<file path="src/rtl/max_pool2.sv">
// 2x2 / stride-2 signed int8 max pooling over a CH x IN_W x IN_W map in RAM_1.
// Writes CH x (IN_W/2) x (IN_W/2) results into RAM_0 through single-port read/write strobes.
module max_pool2 #(
  parameter int          IN_W     = 22,
  parameter int          CH       = 12,
  parameter logic [15:0] SRC_BASE = 16'h8000,
  parameter logic [15:0] DST_BASE = 16'h0000,
  parameter int          RD_LAT   = 2
) (
  input  logic              clk,
  input  logic              rst,
  input  logic              start_MaxPool2,
  output logic              end_MaxPool2,
  output logic [15:0]       ram_addr_r,
  output logic              ram_en_r,
  input  logic signed [7:0] ram_data_r,
  output logic [15:0]       ram_addr_w,
  output logic signed [7:0] ram_data_w,
  output logic              ram_en,
  output logic              ram_wea
);

  localparam int OUT_W = IN_W / 2;
  localparam int XW    = $clog2(OUT_W + 1);
  localparam int CW    = $clog2(CH + 1);

  localparam logic [XW-1:0] X_LAST    = XW'(OUT_W - 1);
  localparam logic [CW-1:0] C_LAST    = CW'(CH - 1);
  localparam logic [2:0]    K_RD      = 3'(RD_LAT);
  localparam logic [2:0]    K_LAST    = 3'(RD_LAT + 3);
  localparam logic [15:0]   IN_W16    = 16'(IN_W);
  localparam logic [15:0]   OUT_W16   = 16'(OUT_W);
  localparam logic [15:0]   IN_PLANE  = 16'(IN_W * IN_W);
  localparam logic [15:0]   OUT_PLANE = 16'(OUT_W * OUT_W);

  typedef enum logic [1:0] {S_IDLE, S_READ, S_WRITE, S_DONE} state_t;

  state_t            state, state_d;
  logic [2:0]        k, k_d, k_nxt;
  logic [1:0]        done_cnt, done_cnt_d;
  logic [XW-1:0]     ox, oy, ox_d, oy_d, nx, ny;
  logic [CW-1:0]     c, c_d, nc;
  logic              last_out;
  logic signed [7:0] run_max, run_max_d, sample_max;

  logic [15:0]       addr_r_d, addr_w_d;
  logic signed [7:0] data_w_d;
  logic              en_r_d, wr_d, end_d;

  // Window element e: bit 0 selects x offset, bit 1 selects y offset.
  function automatic logic [15:0] src_addr(input logic [XW-1:0] px, input logic [XW-1:0] py,
                                           input logic [CW-1:0] pc, input logic [1:0] e);
    logic [15:0] x, y;
    x = (16'(px) << 1) + 16'(e[0]);
    y = (16'(py) << 1) + 16'(e[1]);
    return SRC_BASE + x + y * IN_W16 + 16'(pc) * IN_PLANE;
  endfunction

  function automatic logic [15:0] dst_addr(input logic [XW-1:0] px, input logic [XW-1:0] py,
                                           input logic [CW-1:0] pc);
    return DST_BASE + 16'(px) + 16'(py) * OUT_W16 + 16'(pc) * OUT_PLANE;
  endfunction

  // Index advance: ox fastest, then oy, then c.
  always_comb begin
    nx       = ox + 1'b1;
    ny       = oy;
    nc       = c;
    last_out = 1'b0;
    if (ox == X_LAST) begin
      nx = '0;
      if (oy == X_LAST) begin
        ny = '0;
        if (c == C_LAST) begin
          nc       = '0;
          last_out = 1'b1;
        end else begin
          nc = c + 1'b1;
        end
      end else begin
        ny = oy + 1'b1;
      end
    end
  end

  // First sample loads; later samples replace only when strictly greater.
  assign sample_max = (k == K_RD || ram_data_r > run_max) ? ram_data_r : run_max;
  assign k_nxt      = k + 3'd1;

  always_comb begin
    // NOTE: every signal driven here gets a default first, so no latch can be inferred.
    state_d    = state;
    k_d        = k;
    done_cnt_d = done_cnt;
    ox_d       = ox;
    oy_d       = oy;
    c_d        = c;
    run_max_d  = run_max;
    addr_r_d   = ram_addr_r;
    en_r_d     = 1'b0;
    addr_w_d   = ram_addr_w;
    data_w_d   = ram_data_w;
    wr_d       = 1'b0;
    end_d      = 1'b0;

    unique case (state)
      S_IDLE: begin
        if (start_MaxPool2) begin
          state_d  = S_READ;
          k_d      = '0;
          ox_d     = '0;
          oy_d     = '0;
          c_d      = '0;
          en_r_d   = 1'b1;
          addr_r_d = src_addr('0, '0, '0, 2'd0);
        end
      end

      S_READ: begin
        if (k >= K_RD) run_max_d = sample_max;
        if (k == K_LAST) begin
          state_d  = S_WRITE;
          wr_d     = 1'b1;
          addr_w_d = dst_addr(ox, oy, c);
          data_w_d = sample_max;
        end else begin
          k_d = k_nxt;
          if (k_nxt < 3'd4) begin
            en_r_d   = 1'b1;
            addr_r_d = src_addr(ox, oy, c, k_nxt[1:0]);
          end
        end
      end

      S_WRITE: begin
        ox_d = nx;
        oy_d = ny;
        c_d  = nc;
        if (last_out) begin
          state_d    = S_DONE;
          done_cnt_d = '0;
          end_d      = 1'b1;
        end else begin
          state_d  = S_READ;
          k_d      = '0;
          en_r_d   = 1'b1;
          addr_r_d = src_addr(nx, ny, nc, 2'd0);
        end
      end

      S_DONE: begin
        if (done_cnt == 2'd3) begin
          state_d = S_IDLE;
        end else begin
          done_cnt_d = done_cnt + 2'd1;
          end_d      = 1'b1;
        end
      end

      default: state_d = S_IDLE;
    endcase
  end

  // Outputs are registered alongside the state they belong to.
  always_ff @(posedge clk) begin
    if (rst) begin
      state        <= S_IDLE;
      k            <= '0;
      done_cnt     <= '0;
      ox           <= '0;
      oy           <= '0;
      c            <= '0;
      run_max      <= '0;
      ram_addr_r   <= '0;
      ram_en_r     <= 1'b0;
      ram_addr_w   <= '0;
      ram_data_w   <= '0;
      ram_en       <= 1'b0;
      ram_wea      <= 1'b0;
      end_MaxPool2 <= 1'b0;
    end else begin
      // NOTE: non-blocking assignments so every register updates from the same pre-edge values.
      state        <= state_d;
      k            <= k_d;
      done_cnt     <= done_cnt_d;
      ox           <= ox_d;
      oy           <= oy_d;
      c            <= c_d;
      run_max      <= run_max_d;
      ram_addr_r   <= addr_r_d;
      ram_en_r     <= en_r_d;
      ram_addr_w   <= addr_w_d;
      ram_data_w   <= data_w_d;
      ram_en       <= wr_d;
      ram_wea      <= wr_d;
      end_MaxPool2 <= end_d;
    end
  end

endmodule

</file>
<file path="config.mk">
export PLATFORM = sky130hd
export DESIGN_NAME = max_pool2
export DESIGN_NICKNAME = d
export VERILOG_FILES = /design/src/rtl/max_pool2.sv
export SDC_FILE = /design/constraint.sdc
export NUM_CORES = 1
export LEC_CHECK = 0
export BUFFER_PORTS_ARGS = -buffer_cell sky130_fd_sc_hd__buf_2
export CAP_MARGIN = 25
export CELL_PAD_IN_SITES_DETAIL_PLACEMENT = 1
export CELL_PAD_IN_SITES_GLOBAL_PLACEMENT = 1
export CORE_MARGIN = 4
export CORE_UTILIZATION = 40
export CTS_CLUSTER_SIZE = 20
export DETAILED_ROUTE_END_ITERATION = 8
export MAX_ROUTING_LAYER = met4
export PLACE_DENSITY = 0.77
export SETUP_SLACK_MARGIN = 0.3
export SYNTH_ARGS = -nofsm -noshare
export SYNTH_HDL_FRONTEND = slang
export SYNTH_SLANG_ARGS = --single-unit
</file>
<file path="constraint.sdc">
create_clock -name clk -period 7.05 [get_ports clk]
set_input_delay 1.41 -clock clk [delete_from_list [all_inputs] [get_ports clk]]
set_output_delay 1.41 -clock clk [all_outputs]
set_load 0.02 [all_outputs]
</file>
**After elaboration in Yosys (flattened, before gate mapping)**

Cells that the tools add are included.

- Register bits after elaboration: 70
- Input bits: 11
- Output and inout bits: 44
- Word-level logic and storage cells: 108

- $add $sub $neg: 15
- $mul: 6
- Order comparisons: 3
- Eq/ne operators: 17
- Mux-type cells: 40
- Bitwise gates (word level): 1
- Reductions and logical operators: 13

Operator list:

| cell | number |
|---|---|
| 16-bit two-way mux | 4 |
| 16-bit one-hot mux with 3 select lines | 1 |
| 4-bit by 7-bit multiplier with 11-bit output (second input constant) | 3 |
| 16-bit by 13-bit adder with 16-bit output | 2 |
| 4-bit two-way mux | 7 |
| 4-bit one-hot mux with 2 select lines | 3 |
| 16-bit by 10-bit adder with 16-bit output | 1 |
| 16-bit by 11-bit adder with 16-bit output | 1 |
| 16-bit by 5-bit adder with 16-bit output (first input constant) | 1 |
| 16-bit by 6-bit adder with 16-bit output (first input constant) | 1 |
| 4-bit by 4-bit multiplier with 8-bit output (second input constant) | 2 |
| 2-bit inequality test (second input constant) | 8 |
| 4-bit by 1-bit adder with 4-bit output (second input constant) | 3 |
| 5-bit by 1-bit adder with 6-bit output | 2 |
| 9-bit by 11-bit adder with 12-bit output | 1 |
| 4-bit equality test (second input constant) | 3 |
| 2-bit two-way mux | 6 |
| 6-bit by 4-bit multiplier with 10-bit output (second input constant) | 1 |
| 1-bit two-way mux | 10 |
| 4-bit by 8-bit adder with 9-bit output | 1 |
| 3-bit two-way mux | 3 |
| 3-bit one-hot mux with 3 select lines | 1 |
| 8-bit > comparator | 1 |
| 8-bit two-way mux | 1 |
| other kinds (22) | 28 |

**Depth between registers and ports, before layout**

Gate-level depths: netlist of the first run.

- Depth in word-level cells: 8
- Mapped depth: 24

**Worst setup path after synthesis of the first run**

No wires, ideal clock.

- Path type: register -> register
- Start point: register c[2]
- End point: register ram_addr_r[12]
- Library setup time: 0.122 ns
- Data arrival time: 4.935 ns
- Slack: 1.993 ns
- Stages on the path, launching flop included: 19
- Clock period less this slack: 5.057 ns
- Cells stage by stage: dfxtp_1 > inv_1 > ha_1 > nand2_1 > nand2_1 > o31ai_1 > fa_1 > fa_1 > ha_1 > a21oi_1 > xnor2_1 > ha_1 > ha_1 > nand2_1 > o21ai_0 > o21a_1 > o21ai_0 > xnor2_1 > o21ai_1

- Word-level cells in the longest chain between the ends: 8
- Elaborated cells on any way between the ends: 18
- Classes of those cells: add/sub (3); mul (2); eq/ne (2); mux (10); reduce/logical (1)

Ends and longest elaborated chain:

| element | RTL line | source |
|---|---|---|
| start, declared | 42 | `logic [CW-1:0] c, c_d, nc;` |
| start signal, assigned | 172 | `c <= '0;` |
| start signal, assigned | 188 | `c <= c_d;` |
| 4-bit by 1-bit adder with 4-bit output or 4-bit equality test (tied branches) | 78, 74 |  |
| 4-bit two-way mux | 74 | `if (c == C_LAST) begin` |
| 4-bit two-way mux | 72 | `if (oy == X_LAST) begin` |
| 4-bit two-way mux | 70 | `if (ox == X_LAST) begin` |
| 4-bit by 7-bit multiplier with 11-bit output | 56 | `return SRC_BASE + x + y * IN_W16 + 16'(pc) * IN_PLANE;` |
| 16-bit by 13-bit adder with 16-bit output | 56 |  |
| 16-bit two-way mux | 139 | `if (last_out) begin` |
| 16-bit one-hot mux with 3 select lines | 106 | `unique case (state)` |
| end signal, assigned | 190 | `ram_addr_r <= addr_r_d;` |
| end, declared | 14 | `output logic [15:0] ram_addr_r,` |

Several ways; a longest one is shown, not always the timed one. The select of a mux whose other input is x is not followed.
A chain may end at the register's enable or synchronous reset.

**Worst setup path in the final report of the first run**

- Start point: register oy[1]
- End point: register ram_addr_r[12]

- Word-level cells in the longest chain between the ends: 8
- Elaborated cells on any way between the ends: 22
- Classes of those cells: add/sub (6); mul (3); eq/ne (2); mux (10); reduce/logical (1)

Ends and longest elaborated chain:

| element | RTL line | source |
|---|---|---|
| start, declared | 41 | `logic [XW-1:0] ox, oy, ox_d, oy_d, nx, ny;` |
| start signal, assigned | 187 | `oy <= oy_d;` |
| branches (longest 8 deep; another with 16-bit by 11-bit adder with 16-bit output) | n/a |  |

Parallel ways; which one is timed is not known. The select of a mux whose other input is x is not followed.

==> results.ini, run 1 <==
[outcome]
outcome = completed

[layout]
area_growth_pct = 11.5
layoutNonFillerInstCount = 1028
fin_nets = 978
fill_cells = 1941
antenna_cells = 0
fin_area_um2 = 7360
drive_gt1_share_pct = 10.1

[placement]
placed_area_um2 = 7050
dp_hpwl_um = 14100
dpl_worst_slack_ns = 1.93
io_buffers = 49
dp.cells = 1011
gp_congestion = 0.875

[power_and_ir_drop]
irDropWorstVdd_v = 0.000111
leakage_uw = 0.00388
cellPowerDensity_nw_per_um2 = 158

[drt]
first_pass_iters = 4
first_iter_violations = 177
post_drt_via_cell_ratio = 5.32
vias = 5472
totalWireLength_um = 17700
post_drt_wl_per_cell_um = 17.2
drt_drc_violations_left = 0
detail-route-antenna-nets = 0

[die]
die_w_um = 136
core_area_um2 = 16000
die_area_um2 = 18600
initial_core_util_pct = 41.3
rows = 46
io_pins = 55
fp.dieH_um = 136

[sta]
fin_crit_ns = 5.19
finalSetupTns_ns = 0
timing.final.ws_setup_ns = 1.86
rsz0062_at_grt = false
finClkSkew_ns = 0.00915
fmax_mhz = 193
finalSetupViolations = 0
maxSlewViolCount = 0
fin_hold_ws_ns = 0.448
period_share_pct = 73.7
slew_headroom_pct = 32.6
worst_pin_slew_ns = 1.00
final-hold-violation-count = 0

[yosys]
synthCells = 762
synth_seq_cells = 65
netlist-cell-type-count = 60
synth_top_cell_by_area = ha_1
synth_area_per_cell_um2 = 8.66
synth_top_family_by_area = adder cells
ys.flop_type = dfxtp_1
post_synth_mux_area_share_pct = 3.35
synth_area_um2 = 6600
synthSimpleGateAreaFrac_pct = 13.6
synth-seq-area-share_pct = 19.7
synthAdderAreaFrac_pct = 34.3
synth_compound_area_share_pct = 17.2
synthArstFlopShare_pct = 0
synth_top_area_share_pct = 23.7
ys_warn_count = 0
synth-xor-area-share_pct = 5.04
synth_edf_count = 0
synth.area.top_cells = ha_1 24%, dfxtp_1 20%, fa_1 11%, inv_1 4.9%, a21oi_1 3.9%

[clocking]
clock_sinks = 65
path_clk_slew_ns = 0.06
hold_buffers = 0
cts_resized = 0
cts_buffer_depth = 2
insertion_delay_ns = 0.35
cts_root_buf = clkbuf_16
cts_tree = yes
numCtsBuffers = 9
cts_post_setup_buffers_inserted = 0
htreeDepth = 3

[setup_path]
crit_family = adder cells
cp.required_ns = 7.28
crit_chain = ha_1 > nand3b_2 > nor2_1 > nand2_1 > nor3_1 > a21o_1 > fa_1 > fa_1 > ha_1 > a21oi_1 > xnor2_1 > ha_1 > ha_1 > nand2_1 > o21ai_0 > o21a_1 > o21ai_0 > xnor2_1 > o21ai_1
critPathBufInv = 0
cp_common_cell = ha_1
cp_max_fo = 8
slowest_stage = fa_1
critPathArrivalTime_ns = 5.42
cp-end-kind = register
slowest_delay_ns = 0.54
critPathKind = register to register
startpoint_type = register

[hold_path]
hold_class = register to register

[grt]
grt_pass1_vias = 5680
antenna_found_initial = 0
grt_max_degree = 45
grt_pass1_wl_um = 29400
overflow = 0
grt.total_usage_pct = 20.7

[run]
maxCapViolCount = 0

power by group:
| group | switching (uW) | internal [uW] |
|---|---|---|
| combinational | 184 | 94.6 |
| clock | 195 | 277 |
| sequential | 21.7 | 388 |
| total | 401 | 759 |
cells in the mapped netlist (2+ instances only):
cell and instances:
a311oi_1 2, nor3b_1 4, or3_1 2, o21bai_1 4, nor2b_1 10, or4b_1 2, a221oi_1 2, nand2b_1 11
ha_1 125, nand4_1 4, dfxtp_1 65, fa_1 35, mux2i_1 21, a21oi_1 51, o22ai_1 3, xor2_1 10
nand2_1 60, o31ai_1 3, o21a_1 7, clkbuf_1 15, buf_4 6, o21ai_0 37, nand3b_1 2, a31oi_1 2
xnor2_1 28, buf_2 3, nor2_1 56, a22oi_1 23, and3_1 3, nor3_1 9, a21o_1 12, nand3_1 13
o21ai_1 10, a211oi_1 10, inv_1 87
layout make-up:
type / instances / area [um^2] / share of cell area (%)
multi-input cells: 590 / 4870 / 66.2
flip-flops and latches: 65 / 1300 / 17.7
inverters: 87 / 327 / 4.43
repair buffers: 54 / 290 / 3.94
well taps: 216 / 270 / 3.67
clock buffers: 9 / 225 / 3.06
clock inverters: 7 / 77.6 / 1.05
metrics by stage:
step                      utilization [%]  total power [uW]
after CTS                            45.9              1170
final                                46.0              1160
after global routing                 46.0              1220
after floorplan                         -               616
after detailed placement             44.0               695
after global placement               44.0               690
layout by cell type (no fill, tap or decap), types with 5 or more instances in the layout:
cell type,synthesis,routed
buf_2,3,49
a21o_1,12,12
a22oi_1,23,23
o21ai_1,10,10
nand2_1,60,60
o21a_1,7,7
clkbuf_16,0,9
ha_1,125,125
nor2_1,56,56
a21oi_1,51,51
nor3_1,9,9
nand2b_1,11,11
a211oi_1,10,10
o21ai_0,37,37
xnor2_1,28,28
mux2i_1,21,21
dfxtp_1,65,65
nand3_1,13,13
inv_1,87,87
conb_1,1,5
xor2_1,10,10
nor2b_1,10,10
fa_1,35,35
worst paths after layout:
kind            startpoint              to  slack [ns]  depth (start not counted)
max                  oy[1]  ram_addr_r[12]        1.86                         19
max reg2reg          oy[1]  ram_addr_r[12]        1.86                         19
min reg2reg  ram_addr_r[8]   ram_addr_r[8]        0.45                          2
min          ram_addr_r[8]   ram_addr_r[8]        0.45                          2
state kept, by name (all words and copies together), names as in the netlist:
| name | cells |
|---|---|
| end_MaxPool2 | 1 |
| ox | 4 |
| ram_wea | 1 |
| done_cnt | 2 |
| oy | 4 |
| c | 4 |
| state | 2 |
| ram_addr_r | 15 |
| ram_addr_w | 12 |
| run_max | 8 |
| k | 3 |
| ram_data_w | 8 |
| ram_en_r | 1 |
layer usage:
layer / GRT usage, % / vias to the layer above / share of wire (%)
met3: 3.22 / 19 / 3.1
met2: 33.9 / 73 / 48
met5: - / - / 0
met1: 26.2 / 2661 / 47
li1: - / 2719 / -
met4: 6.22 / 0 / 2.1
kinds of logic (layout without fill, tap and decap cells):
logic type | after synthesis | after routing
flip-flops | 65 | 65
multiplexers | 22 | 22
buffers and inverters | 111 | 157
adder cells (fa/ha/maj) | 160 | 160
XOR/XNOR | 38 | 38
AND/OR/NAND/NOR | 186 | 186
other | 1 | 5
AO/OA/AOI/OAI | 179 | 179
tightest hold or removal path, stage by stage (launching register included):
cell and delay [ns]:
dfxtp_1 0.31, nand2_1 0.05, o21ai_1 0.05
Note: power is estimated with default switching activity, not from simulation.
==> run 2, diff against run 1 <==
--- a/config.mk
+++ b/config.mk
@@ -14,7 +14,7 @@
 export CTS_CLUSTER_SIZE = 20
 export DETAILED_ROUTE_END_ITERATION = 8
 export MAX_ROUTING_LAYER = met4
-export PLACE_DENSITY = 0.77
+export PLACE_DENSITY = 0.8
 export SETUP_SLACK_MARGIN = 0.3
 export SYNTH_ARGS = -nofsm -noshare
 export SYNTH_HDL_FRONTEND = slang
==> constraint.sdc (replaced) <==
create_clock -name clk -period 4.6 [get_ports clk]
set_input_delay 0.92 -clock clk [delete_from_list [all_inputs] [get_ports clk]]
set_output_delay 0.92 -clock clk [all_outputs]
set_load 0.02 [all_outputs]
==> run 2 against run 1 <==
Against the previous run: total power is 53% higher; sequential share of layout area is 1.6 points lower; critical path depth is 1 higher; clock power is 40% higher; non-clock buffer count is 54 higher; first-iteration DRC count is 110% higher; critical endpoint is now ram_addr_r[10].
==> results.ini, run 2 (same netlist as run 1, synthesis figures left out) <==
[sta]
finClkSkew_ns = 0.00947  ; was 0.00915 ns
final-hold-violation-count = 0  ; unchanged
period_share_pct = 94.8  ; was 73.7%
slew_headroom_pct = 38.5  ; was 32.6%
fmax_mhz = 229  ; was 193 MHz
finalSetupViolations = 0  ; unchanged
worst_pin_slew_ns = 0.922  ; was 1.00 ns
fin_crit_ns = 4.36  ; was 5.19 ns
rsz0062_at_grt = true  ; was false
timing.final.ws_setup_ns = 0.241  ; was 1.86 ns
maxSlewViolCount = 0  ; unchanged
finalSetupTns_ns = 0  ; unchanged

[grt]
grt_pass1_vias = 6118  ; was 5,680
grt_max_degree = 44  ; was 45
antenna_found_initial = 0  ; unchanged
grt_pass1_wl_um = 31300  ; was 29,400 um
grt.total_usage_pct = 21.9  ; was 20.7%
overflow = 0  ; unchanged

[setup_path]
r2r_end = ram_addr_r[10]  ; was ram_addr_r[12]
cp.required_ns = 4.84  ; was 7.28 ns
cp_max_fo = 5  ; was 8
critPathKind = register to register  ; unchanged
r2r-start = c[1]  ; was oy[1]
cp_common_cell = nand2_1  ; was ha_1
cp-end-kind = register  ; unchanged
rrSetupSlack_ns = 0.24  ; was 1.86 ns
critPathArrivalTime_ns = 4.59  ; was 5.42 ns
slowest_delay_ns = 0.58  ; was 0.54 ns
slowest_stage = fa_2  ; was fa_1
startpoint_type = register  ; unchanged
reg2reg_depth = 20  ; was 19
crit_chain = buf_4 > ha_1 > nand2_1 > nand2_1 > nand2_1 > nand2_1 > o31ai_4 > fa_2 > fa_1 > ha_4 > xor2_2 > ha_1 > ha_4 > o21a_1 > nand2_1 > o21ai_2 > o21a_1 > nor2_1 > a22oi_1 > o21ai_1  ; was ha_1 > nand3b_2 > nor2_1 > nand2_1 > nor3_1 > a21o_1 > fa_1 > fa_1 > ha_1 > a21oi_1 > xnor2_1 > ha_1 > ha_1 > nand2_1 > o21ai_0 > o21a_1 > o21ai_0 > xnor2_1 > o21ai_1

[die]
die_area_um2 = 18600  ; unchanged
io_pins = 55  ; unchanged
fp.dieH_um = 136  ; unchanged
die_w_um = 136  ; unchanged
rows = 46  ; unchanged
core_area_um2 = 16000  ; unchanged
initial_core_util_pct = 41.3  ; unchanged

[hold_path]
holdPathEnd = ram_addr_w[5]  ; was ram_addr_r[8]
hold_start = ram_addr_w[5]  ; was ram_addr_r[8]
hold_class = register to register  ; unchanged
min_path_cells = 2  ; unchanged

[clocking]
cts_buffer_depth = 2  ; unchanged
path_clk_slew_ns = 0.06  ; about the same
cts_tree = yes  ; unchanged
clock_sinks = 65  ; unchanged
htreeDepth = 3  ; unchanged
insertion_delay_ns = 0.35  ; about the same
hold_buffers = 0  ; unchanged
numCtsBuffers = 9  ; unchanged
cts_root_buf = clkbuf_16  ; unchanged

[placement]
gp_congestion = 0.839  ; was 0.875
dp.cells = 1043  ; was 1,011
io_buffers = 49  ; unchanged
dpl_worst_slack_ns = -0.0485  ; was 1.93 ns
dp_hpwl_um = 14500  ; was 14,100 um

[drt]
vias = 6023  ; was 5,472
post_drt_wl_per_cell_um = 20.4  ; was 17.2 um
totalWireLength_um = 22100  ; was 17,700 um
post_drt_via_cell_ratio = 5.57  ; was 5.32
drt_drc_violations_left = 0  ; unchanged
detail-route-antenna-nets = 0  ; unchanged
first_pass_iters = 5  ; was 4
first_iter_violations = 373  ; was 177

[layout]
drive_gt1_share_pct = 24.7  ; was 10.1%
fin_nets = 1032  ; was 978
layoutNonFillerInstCount = 1082  ; was 1,028
mostFrequentLayoutCells = 103 x ha_1, 77 x inv_1, 58 x nand2_1  ; was 125 x ha_1, 87 x inv_1, 65 x dfxtp_1
mostFrequentLayoutCell = ha_1  ; unchanged
top_regs = ram_addr_r: 15 flops, ram_addr_w: 12 flops  ; unchanged
antenna_cells = 0  ; unchanged
area_growth_pct = 24.6  ; was 11.5%
fill_cells = 1912  ; was 1,941
largest_register_ff_count = 15  ; unchanged
top_register = ram_addr_r  ; unchanged

[power_and_ir_drop]
irDropWorstVdd_v = 0.000187  ; was 0.000111 V
leakage_uw = 0.00417  ; was 0.00388 uW
cellPowerDensity_nw_per_um2 = 216  ; was 158 nW/um^2

[outcome]
outcome = completed  ; unchanged

[run]
maxCapViolCount = 0  ; unchanged

[run 2: cell count changes in the layout (fill, tap and decap cells not counted), moves of 10 or more]
| cell | previous run | this run |
|---|---|---|
| buf_4 | 4 | 56 |
| inv_1 | 87 | 77 |
| ha_4 | 0 | 19 |
| ha_1 | 125 | 103 |
[run 2: metrics by stage]
stage / area [um^2] / power, uW / hold slack, ns / utilization (%)
floorplan: 6690 / 943 / 0.471 / -
global placement: 7350 / 1050 / 0.435 / 46.0
detailed placement: 7360 / 1070 / 0.443 / 46.0
CTS: 7830 / 1730 / 0.450 / 48.9
global route: 8230 / 1870 / 0.468 / 51.4
finish: 8230 / 1780 / 0.447 / 51.4
[run 2: area by class of cell]
cell class / instances / area (um^2) / share of cell area [%]
inverters: 87 / 329 / 4.00
repair buffers: 108 / 699 / 8.50
multi-input cells: 590 / 5330 / 64.8
flip-flops and latches: 65 / 1330 / 16.1
well taps: 216 / 270 / 3.29
clock inverters: 6 / 42.5 / 0.517
clock buffers: 10 / 229 / 2.78
[run 2: worst max-delay path, delay by kind of cell, from the launching register on]
kind | cells | cell delay, ns
compound gates | 6 | 0.78
xor+xnor | 1 | 0.16
fa+ha+maj | 6 | 2.17
buf+inv | 1 | 0.16
flops | 1 | 0.40
simple gates | 6 | 0.57
[run 2: where the power goes]
group / switching (uW) / internal [uW] / leakage (uW)
clock network: 293 / 366 / 0.000129
registers: 35.8 / 594 / 0.000531
logic: 319 / 172 / 0.00351
total: 647 / 1130 / 0.00417
[run 2: worst max-delay path by stage]
stage | from | slack [ns] | endpoint | cells past startpoint
after floorplan | oy[0] | 0.30 | ram_addr_r[12] | 19
after global placement | ox[0] | 0.14 | ram_addr_r[12] | 24
after detailed placement | ox[0] | -0.05 | ram_addr_r[11] | 21
after CTS | c[1] | 0.31 | ram_addr_r[12] | 20
after global routing | c[1] | 0.08 | ram_addr_r[10] | 20
final | c[1] | 0.24 | ram_addr_r[10] | 20
[run 2: repair_timing]
action,CTS,global route
setup endpoints to repair,9,10
buffers inserted,8,15
pin swaps,12,41
gates cloned,0,0
gates resized for setup,29,57
endpoints found under the hold margin,0,0
[run 2: metal layers]
| metal | part of all wire, % | vias up | wire length [um] | GRT usage, % |
|---|---|---|---|---|
| li1 | - | 2821 | - | - |
| met1 | 41 | 2975 | 9070 | 26.6 |
| met2 | 51 | 166 | 11100 | 37.0 |
| met3 | 4.1 | 61 | 908 | 3.63 |
| met4 | 4.2 | 0 | 928 | 7.05 |
| met5 | 0 | - | 0 | - |
==> run 3, diff against run 2 <==
--- a/config.mk
+++ b/config.mk
@@ -15,6 +15,7 @@
 export DETAILED_ROUTE_END_ITERATION = 8
 export MAX_ROUTING_LAYER = met4
 export PLACE_DENSITY = 0.8
+export RECOVER_POWER = 50
 export SETUP_SLACK_MARGIN = 0.3
 export SYNTH_ARGS = -nofsm -noshare
 export SYNTH_HDL_FRONTEND = slang
==> run 3 against run 2 <==
Against the previous run: highest routed layer unchanged; fmax down 0.57%; total power hardly changed; combinational power barely moved; largest power group unchanged; hold slack gained 0.0028 ns; final area shrank 0.75%; register-to-register slack got worse by 0.03 ns; final cell count did not move.
==> results.ini, run 3 (same netlist as run 1, synthesis figures left out) <==
[setup_path]
startpoint_type = register  ; unchanged
critPathArrivalTime_ns = 4.62  ; was 4.59 ns
cp.required_ns = 4.84  ; about the same
endpoint = ram_addr_r[10]  ; unchanged
crit_path_start = ox[0]  ; was c[1]
r2r_end = ram_addr_r[10]  ; unchanged
reg2reg_depth = 19  ; was 20
r2r-start = ox[0]  ; was c[1]
cp-end-kind = register  ; unchanged
cp_max_fo = 5  ; unchanged
rrSetupSlack_ns = 0.22  ; was 0.24 ns
critPathKind = register to register  ; unchanged

[die]
die_area_um2 = 18600  ; unchanged
die_w_um = 136  ; unchanged
fp.dieH_um = 136  ; unchanged
io_pins = 55  ; unchanged
core_area_um2 = 16000  ; unchanged
initial_core_util_pct = 41.3  ; unchanged
rows = 46  ; unchanged

[run]
maxCapViolCount = 0  ; unchanged

[drt]
first_pass_iters = 4  ; was 5
first_iter_violations = 395  ; was 373
post_drt_wl_per_cell_um = 20.4  ; about the same
drt_drc_violations_left = 0  ; unchanged
post_drt_via_cell_ratio = 5.60  ; was 5.57
vias = 6059  ; was 6,023
detail-route-antenna-nets = 0  ; unchanged
totalWireLength_um = 22100  ; about the same

[grt]
grt.total_usage_pct = 21.9  ; unchanged
grt_pass1_vias = 6118  ; unchanged
grt_pass1_wl_um = 31300  ; unchanged
antenna_found_initial = 0  ; unchanged
grt_max_degree = 44  ; unchanged
overflow = 0  ; unchanged

[sta]
final-hold-violation-count = 0  ; unchanged
finalSetupViolations = 0  ; unchanged
slew_headroom_pct = 25.2  ; was 38.5%
fin_crit_ns = 4.38  ; was 4.36 ns
finClkSkew_ns = 0.00956  ; was 0.00947 ns
maxSlewViolCount = 0  ; unchanged
rsz0062_at_grt = true  ; unchanged
period_share_pct = 95.3  ; was 94.8%
worst_pin_slew_ns = 1.11  ; was 0.922 ns
fmax_mhz = 228  ; was 229 MHz

[placement]
dp_hpwl_um = 14500  ; unchanged
io_buffers = 49  ; unchanged
gp_congestion = 0.839  ; unchanged
dp.cells = 1043  ; unchanged

[layout]
mostFrequentLayoutCells = 103 x ha_1, 77 x inv_1, 58 x nand2_1  ; unchanged
final_util_pct = 51.0  ; was 51.4%
drive_gt1_share_pct = 19.9  ; was 24.7%
fin_nets = 1032  ; unchanged
area_growth_pct = 23.7  ; was 24.6%
layoutNonFillerInstCount = 1082  ; unchanged
largest_register_ff_count = 15  ; unchanged
top_register = ram_addr_r  ; unchanged
top_regs = ram_addr_r: 15 flops, ram_addr_w: 12 flops  ; unchanged
antenna_cells = 0  ; unchanged
mostFrequentLayoutCell = ha_1  ; unchanged

[power_and_ir_drop]
irDropWorstVdd_v = 0.000187  ; about the same
cellPowerDensity_nw_per_um2 = 218  ; was 216 nW/um^2
leakage_uw = 0.00400  ; was 0.00417 uW

[clocking]
hold_buffers = 0  ; unchanged
path_clk_slew_ns = 0.06  ; about the same
cts_buffer_depth = 2  ; unchanged
insertion_delay_ns = 0.35  ; about the same
cts_root_buf = clkbuf_16  ; unchanged
numCtsBuffers = 9  ; unchanged
cts_tree = yes  ; unchanged
clock_sinks = 65  ; unchanged
htreeDepth = 3  ; unchanged

[outcome]
outcome = completed  ; unchanged

[hold_path]
hold_class = register to register  ; unchanged

## run 3: layout make-up
type	instances	area, um^2
fillers	1917	7840
multi-input cells	590	5330
flip-flops and latches	65	1320
repair buffers	108	647
inverters	87	329
well taps	216	270
clock buffers	10	229
clock inverters	6	42.5
## run 3: worst max-delay path, cell delays in order, from the launching register on
cell      delay, ns
dfxtp_1        0.38
inv_4          0.09
ha_4           0.16
nand3b_4       0.10
nor2_4         0.17
mux2i_2        0.30
inv_2          0.09
fa_2           0.62
fa_1           0.46
ha_4           0.30
xor2_2         0.16
ha_1           0.34
ha_4           0.29
o21a_1         0.14
nand2_1        0.07
o21ai_2        0.16
o21a_1         0.16
nor2_1         0.05
a22oi_1        0.14
o21ai_1        0.09
## run 3: timing repair
action | 4_1_cts | 5_1_grt
setup buffers | 8 | 15
pin swaps | 12 | 41
setup endpoints to repair | 9 | 10
cloned | 0 | 0
gates resized for setup | 29 | 57
## run 3: per-layer routing
layer  wire [um]  track usage, %  up-vias
li1            -               -     2821
met1        9000            26.6     2999
met2       11200            37.0      181
met3        1030            3.63       58
met4         890            7.05        0
met5           0               -        -
## run 3: how the worst min path moves through the flow
stage                        from             to  slack [ns]  cells after the start
global route        ram_addr_w[5]  ram_addr_w[5]        0.47                      2
CTS                 ram_addr_w[4]  ram_addr_w[4]        0.45                      2
floorplan                    k[0]  ram_addr_r[0]        0.47                      1
detailed placement  ram_addr_r[7]  ram_addr_r[7]        0.44                      2
finish              ram_addr_w[5]  ram_addr_w[5]        0.45                      2
global placement    ram_addr_r[6]  ram_addr_r[6]        0.43                      2
## run 3: per-stage QoR
step	hold WS [ns]	setup WS [ns]	instance area [um^2]	setup TNS (ns)	power, uW
after global placement	0.435	0.142	7350	0	1050
after floorplan	0.471	0.305	6690	0	943
final	0.449	0.216	8170	0	1780
after global routing	0.471	0.0577	8170	0	1870
after CTS	0.450	0.307	7830	0	1730
after detailed placement	0.443	-0.0485	7360	-0.142	1070
## run 3: report_power, final
part / switching (uW) / internal [uW]
Sequential: 36.8 / 594
Clock: 294 / 366
Combinational: 320 / 169
Total: 650 / 1130
